**config.mk**
```make
export PLATFORM = sky130hd
export DESIGN_NAME = fifo_vc_gen
export DESIGN_NICKNAME = d
export VERILOG_FILES = /design/src/rtl/fifo_vc_gen.sv
export SDC_FILE = /design/constraint.sdc
export NUM_CORES = 1
export LEC_CHECK = 0
export CAP_MARGIN = 20
export CORE_MARGIN = 2
export CORE_UTILIZATION = 45
export CTS_BUF_LIST = sky130_fd_sc_hd__clkbuf_4
export DETAILED_ROUTE_END_ITERATION = 8
export PLACE_DENSITY = 0.67
export SETUP_SLACK_MARGIN = 0.4
export SLEW_MARGIN = 10
export SYNTH_ARGS = -nofsm -noshare
export SYNTH_HDL_FRONTEND = slang
export SYNTH_SLANG_ARGS = --single-unit
```
**constraint.sdc**
```tcl
create_clock -name clk -period 2.89 [get_ports clk]
set_clock_uncertainty 0.1 [all_clocks]
set_input_delay 0.578 -clock clk [delete_from_list [all_inputs] [get_ports clk]]
set_output_delay 0.578 -clock clk [all_outputs]
set_load 0.005 [all_outputs]
```
**src/rtl/fifo_vc_gen.sv**
```systemverilog
// Single-clock FIFO with occupancy flags, hysteretic pause and overflow/underflow error.
// Define FIFO_VC_GEN_STICKY_ERR_EN to make fifo_error sticky until reset.
module fifo_vc_gen #(
    parameter int unsigned DATA_SIZE = 6,
    parameter int unsigned ADDR_SIZE = 2
) (
    input  logic                 clk,
    input  logic                 reset_L,
    input  logic                 push,
    input  logic                 pop,
    input  logic [DATA_SIZE-1:0] data_in,
    input  logic [ADDR_SIZE:0]   af_thr,
    input  logic [ADDR_SIZE:0]   ae_thr,
    output logic [DATA_SIZE-1:0] data_out,
    output logic                 data_valid,
    output logic [ADDR_SIZE:0]   data_count,
    output logic                 fifo_empty,
    output logic                 fifo_full,
    output logic                 almost_full,
    output logic                 almost_empty,
    output logic                 fifo_pause,
    output logic                 fifo_error
);

    localparam int unsigned DEPTH = 2 ** ADDR_SIZE;
    localparam logic [ADDR_SIZE:0] FullCnt = {1'b1, {ADDR_SIZE{1'b0}}};

    logic [DATA_SIZE-1:0] mem_q [DEPTH];
    logic [ADDR_SIZE-1:0] wr_ptr_q, rd_ptr_q;
    logic [ADDR_SIZE:0]   count_q, count_d;
    logic                 rd_ok, wr_ok, err_cond, err_d, pause_d;

    assign data_count   = count_q;
    assign fifo_empty   = (count_q == '0);
    assign fifo_full    = (count_q == FullCnt);
    assign almost_full  = (count_q >= af_thr);
    assign almost_empty = (count_q <= ae_thr) && !fifo_empty;

    always_comb begin
        rd_ok    = pop && !fifo_empty;
        // A pop on a full FIFO frees the slot the simultaneous push needs.
        wr_ok    = push && (!fifo_full || rd_ok);
        err_cond = (pop && fifo_empty) || (push && fifo_full && !pop);

        count_d = count_q;
        if (wr_ok && !rd_ok) begin
            count_d = count_q + (ADDR_SIZE + 1)'(1);
        end else if (rd_ok && !wr_ok) begin
            count_d = count_q - (ADDR_SIZE + 1)'(1);
        end

        pause_d = fifo_pause;
        if (count_q >= af_thr) begin
            pause_d = 1'b1;
        end else if (count_q <= ae_thr) begin
            pause_d = 1'b0;
        end

`ifdef FIFO_VC_GEN_STICKY_ERR_EN
        err_d = fifo_error || err_cond;
`else
        err_d = err_cond;
`endif
    end

    // Storage is deliberately left out of reset; pointers and count define validity.
    always_ff @(posedge clk) begin
        if (wr_ok) begin
            mem_q[wr_ptr_q] <= data_in;
        end
    end

    always_ff @(posedge clk or negedge reset_L) begin
        if (!reset_L) begin
            wr_ptr_q   <= '0;
            rd_ptr_q   <= '0;
            count_q    <= '0;
            data_out   <= '0;
            data_valid <= 1'b0;
            fifo_pause <= 1'b0;
            fifo_error <= 1'b0;
        end else begin
            count_q    <= count_d;
            fifo_pause <= pause_d;
            fifo_error <= err_d;
            data_valid <= rd_ok;
            if (wr_ok) begin
                wr_ptr_q <= wr_ptr_q + ADDR_SIZE'(1);
            end
            if (rd_ok) begin
                data_out <= mem_q[rd_ptr_q];
                rd_ptr_q <= rd_ptr_q + ADDR_SIZE'(1);
            end
        end
    end

endmodule
```
**Word-level counts from Yosys, hierarchy flattened**

Memories as Yosys holds them, arrays and structs flattened. A register that Yosys moved wholly into a read port is not among the register bits.
Cells that the tools add are included.

- Memory bits (read-only): 0
- Register bits after elaboration: 10
- Memories kept: 1
- Logic and storage cells: 39
- Output and inout bits: 16
- Input bits: 16
- Memory bits (writable): 24
- Latch bits: 0

- Add/sub/neg operators: 4
- Reduce and logical (&&, ||, !) cells: 19
- Equal/unequal tests: 1
- Multipliers: 0
- Shift operators: 0
- Mux-type cells: 6
- Div/mod/pow operators: 0
- Order comparisons: 2
- Bitwise logic cells: 0

Memories:

| memory | words | bits a word | read ports | clocked after Yosys merged registers in | write ports | RTL line | RTL |
|---|---|---|---|---|---|---|---|
| mem_q | 4 | 6 | 1 | 1 | 1 | 28 | `logic [DATA_SIZE-1:0] mem_q [DEPTH];` |

Operators by type and width:

| cell | number |
|---|---|
| $logic_and A1 B1 Y1 | 8 |
| $logic_not A1 Y1 | 6 |
| $mux W3 | 2 |
| $add A2 B1 Y2 const B | 2 |
| $mux W1 | 4 |
| $reduce_bool A2 Y1 | 2 |
| $add A3 B1 Y3 const B | 1 |
| $eq A3 B3 Y1 const B | 1 |
| $ge A3 B3 Y1 | 1 |
| $le A3 B3 Y1 | 1 |
| $logic_not A3 Y1 | 1 |
| $sub A3 B1 Y3 const B | 1 |
| $logic_or A1 B1 Y1 | 2 |

**Logic depth before layout (Yosys ltp)**

- Depth after elaboration: 9
- Mapped depth: 8
- Mapped depth without buffers: 8

**Worst setup path before layout**

Ideal clock, no wire load.

- Path kind: register -> register
- Start point: reg count_q[2] (netlist: data_count[2])
- End point: reg count_q[2] (netlist: data_count[2])
- Path buffers: 0
- Clock period less this slack: 2.104 ns
- Setup time: 0.079 ns
- Slack: 0.786 ns
- Required time: 2.711 ns
- Arrival: 1.925 ns
- Cell stages (with the launch flop): 9
- Path through: dfrtp_1 > nor3b_2 > a21boi_2 > ha_1 > inv_1 > fa_1 > xor2_1 > nor2_1 > xor2_1

- Elaborated cells between the ends (all ways): 16
- Those cells by class: add/sub: 2; eq/ne: 1; mux: 2; reduce/logical: 11

RTL lines:

| item | RTL line | RTL |
|---|---|---|
| start: declaration | 30 | `logic [ADDR_SIZE:0] count_q, count_d;` |
| start signal: assignment | 83 | `count_q <= count_d;` |
| $eq A3 B3 Y1 (*) | 35 | `assign fifo_full = (count_q == FullCnt);` |
| named net fifo_full | 18 | `output logic fifo_full,` |
| $logic_not A1 Y1 (*) | 42 | `wr_ok = push && (!fifo_full \|\| rd_ok);` |
| $logic_or A1 B1 Y1 (*) | 42 |  |
| $logic_and A1 B1 Y1 (*) | 42 |  |
| named net wr_ok | 31 | `logic rd_ok, wr_ok, err_cond, err_d, pause_d;` |
| $logic_not A1 Y1 | 48 | `end else if (rd_ok && !wr_ok) begin` |
| $logic_and A1 B1 Y1 | 48 |  |
| $reduce_bool A2 Y1 (no source line) | -- |  |

Mark *: on every way through the listed nets, which the timed path passes. The rest lies on a longest branch. The select of a mux whose other input is x is not followed.
A chain may end at the register's enable or synchronous reset.

**Final worst setup path**

- Start point: in ae_thr[2]
- End point: out almost_empty

- Word-level cells in the longest chain between the ends: 2

Ends and longest elaborated chain:

| item | RTL line | RTL |
|---|---|---|
| start: declaration | 13 | `input logic [ADDR_SIZE:0] ae_thr,` |
| $le A3 B3 Y1 | 37 | `assign almost_empty = (count_q <= ae_thr) && !fifo_empty;` |
| $logic_and A1 B1 Y1 | 37 |  |
| end: declaration | 20 | `output logic almost_empty,` |

No other way between the ends.

==> metrics.md <==
| Metric | Value |
|---|---|
| VDD IR max | 500 µV |
| FF+latch area | 0.00112 mm² |
| Area Overhead vs Synth | 29.5% |
| Final #Nets | 182 |
| Die ar. | 0.00449 mm² |
| Placed instance count | 187 |
| Worst path arrival time | 1780 ps |
| Worst slew margin | 52.2% |
| DRT antenna net count | 0 |
| Xor/xnor share of the synthesized area | 2.94% |
| PortBufs | 31 |
| Total Routed Length | 2950 µm |
| Dpl ws | -112 ps |
| Seq/Total Area, Yosys | 62.7% |
| Fill count | 293 |
| Cells after Synth | 107 |
| Setup ws final | 433 ps |
| Finished Cell Area | 0.00231 mm² |
| Reg2Reg Depth | 9 |
| Initial Util | 47.7% |
| Max-slew violations | 0 |
| RSZ-0062 raised after global routing | true |
| Compound-cell area share of the yosys netlist | 3.22% |
| Measured slew at the worst slew-check pin | 715 ps |
| WP data required | 2210 ps |
| FF-to-FF Start | data_count[0] |
| CTS buffer count | 5 |
| Setup CP Type | in2out |
| Crit Path Max Fanout | 2 |
| DP Wirelength | 2220 µm |
| CP endpoint kind | primary output |
| Max Fclk | 407 MHz |
| Pleak | 0.949 nW |
| Antenna violations before repair | 0 |
| Core Rows | 22 |
| Final hold vios | 0 |
| 1st-iter DRT viols | 52 |
| Hold Startpoint | fifo_pause |
| Synth Register Bits | 40 |
| Hold Path Class | reg2reg |
| CP Buf/Inv Count | 3 |
| Share of layout cells above drive strength 1 | 27.7% |
| Avg Cell Area, Syn | 16.7 µm² |
| CORE AREA | 0.00374 mm² |
| Largest net degree at the start of global routing | 17 |
| Crit Reg-Reg Endpoint | data_count[2] |
| First-pass GRT wire length | 4720 µm |
| Via count | 967 |
| Area occupied by multi-input gates | 638 µm² |
| Max-cap violation count | 0 |
| Cell Area, Synth | 0.00179 mm² |
| Pwr Density | 951 mW/mm² |
| Total GRT Usage | 15.3% |
| CTS tree | done |
| Gpl congestion | 0.775 |
| CP delay by family, top | buffers and inverters |
| Worst-path clk slew | 110 ps |
| Yosys warning count | 0 |
| H-Tree Depth | 2 |
| Status | finished clean |
| Slowest CP cell | clkdlybuf4s50_1 |
| Worst skew pair latency | 330 ps |
| CP peak stage delay | 470 ps |
| Worst setup SP type | primary input |
| Cell Chain, Critical Path | clkdlybuf4s50_1 -> inv_2 -> ha_4 -> o21ai_1 -> a32oi_1 -> nor2_1 -> buf_2 |
| Worst min-delay path endpoint | fifo_pause |
| GR Overflow Total | 0 |
| Util after Layout | 61.8% |
| Hold path depth | 1 |
| Adder-Cell Fraction of Synth Area | 8.82% |
| Setup violators final | 0 |
| Clock Tree Buf Depth | 2 |
| Die width | 67.0 µm |
| Final min period | 2460 ps |
| Chip height | 67.0 µm |
| Diodes inserted | 0 |
| TritonRoute pass-1 iters | 4 |
| Vias in the first global route | 989 |
| # clock sinks | 40 |
| R2R Setup Slk | 660 ps |
| IO Pins | 32 |
| Combinational family with the most area after synthesis | multiplexers |
| Final Non-Filler Cells | 203 |
| DP Area | 0.00216 mm² |
| Vias per cell | 4.76 |
| Clk root buf | clkbuf_4 |
| Netlist cell types | 25 |
| Mux share of post-synthesis cell area | 13.2% |
| Avg WL per Cell | 14.5 µm |
| Final worst-path cycle share | 85.0% |
| # DRC | 0 |
| Syn Nets | 135 |
| Post-Synth Simple-Gate Area | 5.74% |
## layout make-up
class,instances,area share (%)
Clock buffer,6,1.95
Clock inverter,2,0.324
Inverter,11,1.89
Multi-Input combinational cell,54,27.6
Sequential cell,40,48.6
Tap cell,48,2.60
Timing Repair Buffer,42,17.1
## Yosys cell counts
cell,instances,area (µm²)
edfxtp_1,24,721
dfrtp_1,16,400
ha_1,11,138
inv_1,10,37.5
mux2_4,6,90.1
mux4_2,6,135
and2_1,4,25.0
nand2_1,4,15.0
xnor2_1,4,35.0
a21o_1,3,22.5
o21ai_0,3,15.0
nor2_1,2,7.51
xor2_1,2,17.5
a21boi_2,1,11.3
a32oi_1,1,8.76
buf_1,1,3.75
buf_6,1,11.3
fa_1,1,20.0
inv_4,1,6.26
mux2_2,1,11.3
nand2b_1,1,6.26
nand2b_4,1,13.8
nor2b_1,1,6.26
nor3_4,1,16.3
nor3b_2,1,12.5
## where the power goes
part	switching [mW]	total, mW	internal [mW]	leakage, nW
Clock	0.155	0.255	0.0996	0.0307
Combinational	0.357	1.01	0.649	0.511
Sequential	0.147	0.940	0.794	0.407
## repair_timing
item | CTS | global route
hold buffers | 0 | 0
resized for setup | 14 | 5
setup endpoints to repair | 2 | 3
buffers inserted | 2 | 6
pin swaps | 6 | 5
## cells by family after synthesis
family                   after synthesis
AO/OA/AOI/OAI                          8
XOR/XNOR                               6
buffers and inverters                 13
multiplexers                          13
adder cells (fa/ha/maj)               12
AND/OR/NAND/NOR                       15
flip-flops                            40
## placed cells by master, fill, tap and decap left out, types with 4 or more instances in the layout
cell              n
nand2_1           4
xnor2_1           4
dfrtp_1          14
ha_1              9
mux2_4            6
mux4_2            6
edfxtp_1         24
inv_1             8
buf_4            10
clkdlybuf4s50_1  26
and2_1            4
clkbuf_4          6
## through the flow
| step | TNS, ps | hold WS [ps] | power [mW] |
|---|---|---|---|
| floorplan | 0 | 182 | 1.45 |
| global placement | -80.4 | 376 | 1.80 |
| detailed placement | -112 | 374 | 1.84 |
| CTS | 0 | 399 | 2.12 |
| global route | 0 | 438 | 2.37 |
| finish | 0 | 397 | 2.20 |
## how the worst max path moves through the flow
stage / start / end / slack [ps] / depth (start not counted)
CTS: af_thr[1] / almost_full / 410 / 6
finish: ae_thr[2] / almost_empty / 430 / 7
global placement: ae_thr[1] / almost_empty / -80 / 8
detailed placement: ae_thr[1] / almost_empty / -110 / 8
global route: ae_thr[2] / almost_empty / 340 / 7
floorplan: data_count[2] / data_count[2] / 790 / 8
## state kept, by name (all words and copies together), names as in the netlist
name,flops
data_valid,1
rd_ptr_q,2
mem_q,24
fifo_error,1
wr_ptr_q,2
data_out,6
data_count,3
fifo_pause,1
## worst register-to-register path, cell delays in order, from the launching register on
cell,delay (ps)
dfrtp_2,440
buf_12,140
nor3_4,220
nand2b_4,210
ha_1,190
inv_1,60
fa_1,370
xor2_1,150
nor2_1,110
xor2_1,170
## per-layer routing
| metal | track usage, % | vias up | routed length, µm |
|---|---|---|---|
| met5 | 0 | - | 0 |
| met2 | 26.7 | 14 | 1590 |
| met4 | 4.59 | 0 | 17 |
| met1 | 17.4 | 471 | 1250 |
| met3 | 5.57 | 2 | 95 |
| li1 | - | 480 | - |
(Power assumes the default switching activity.)
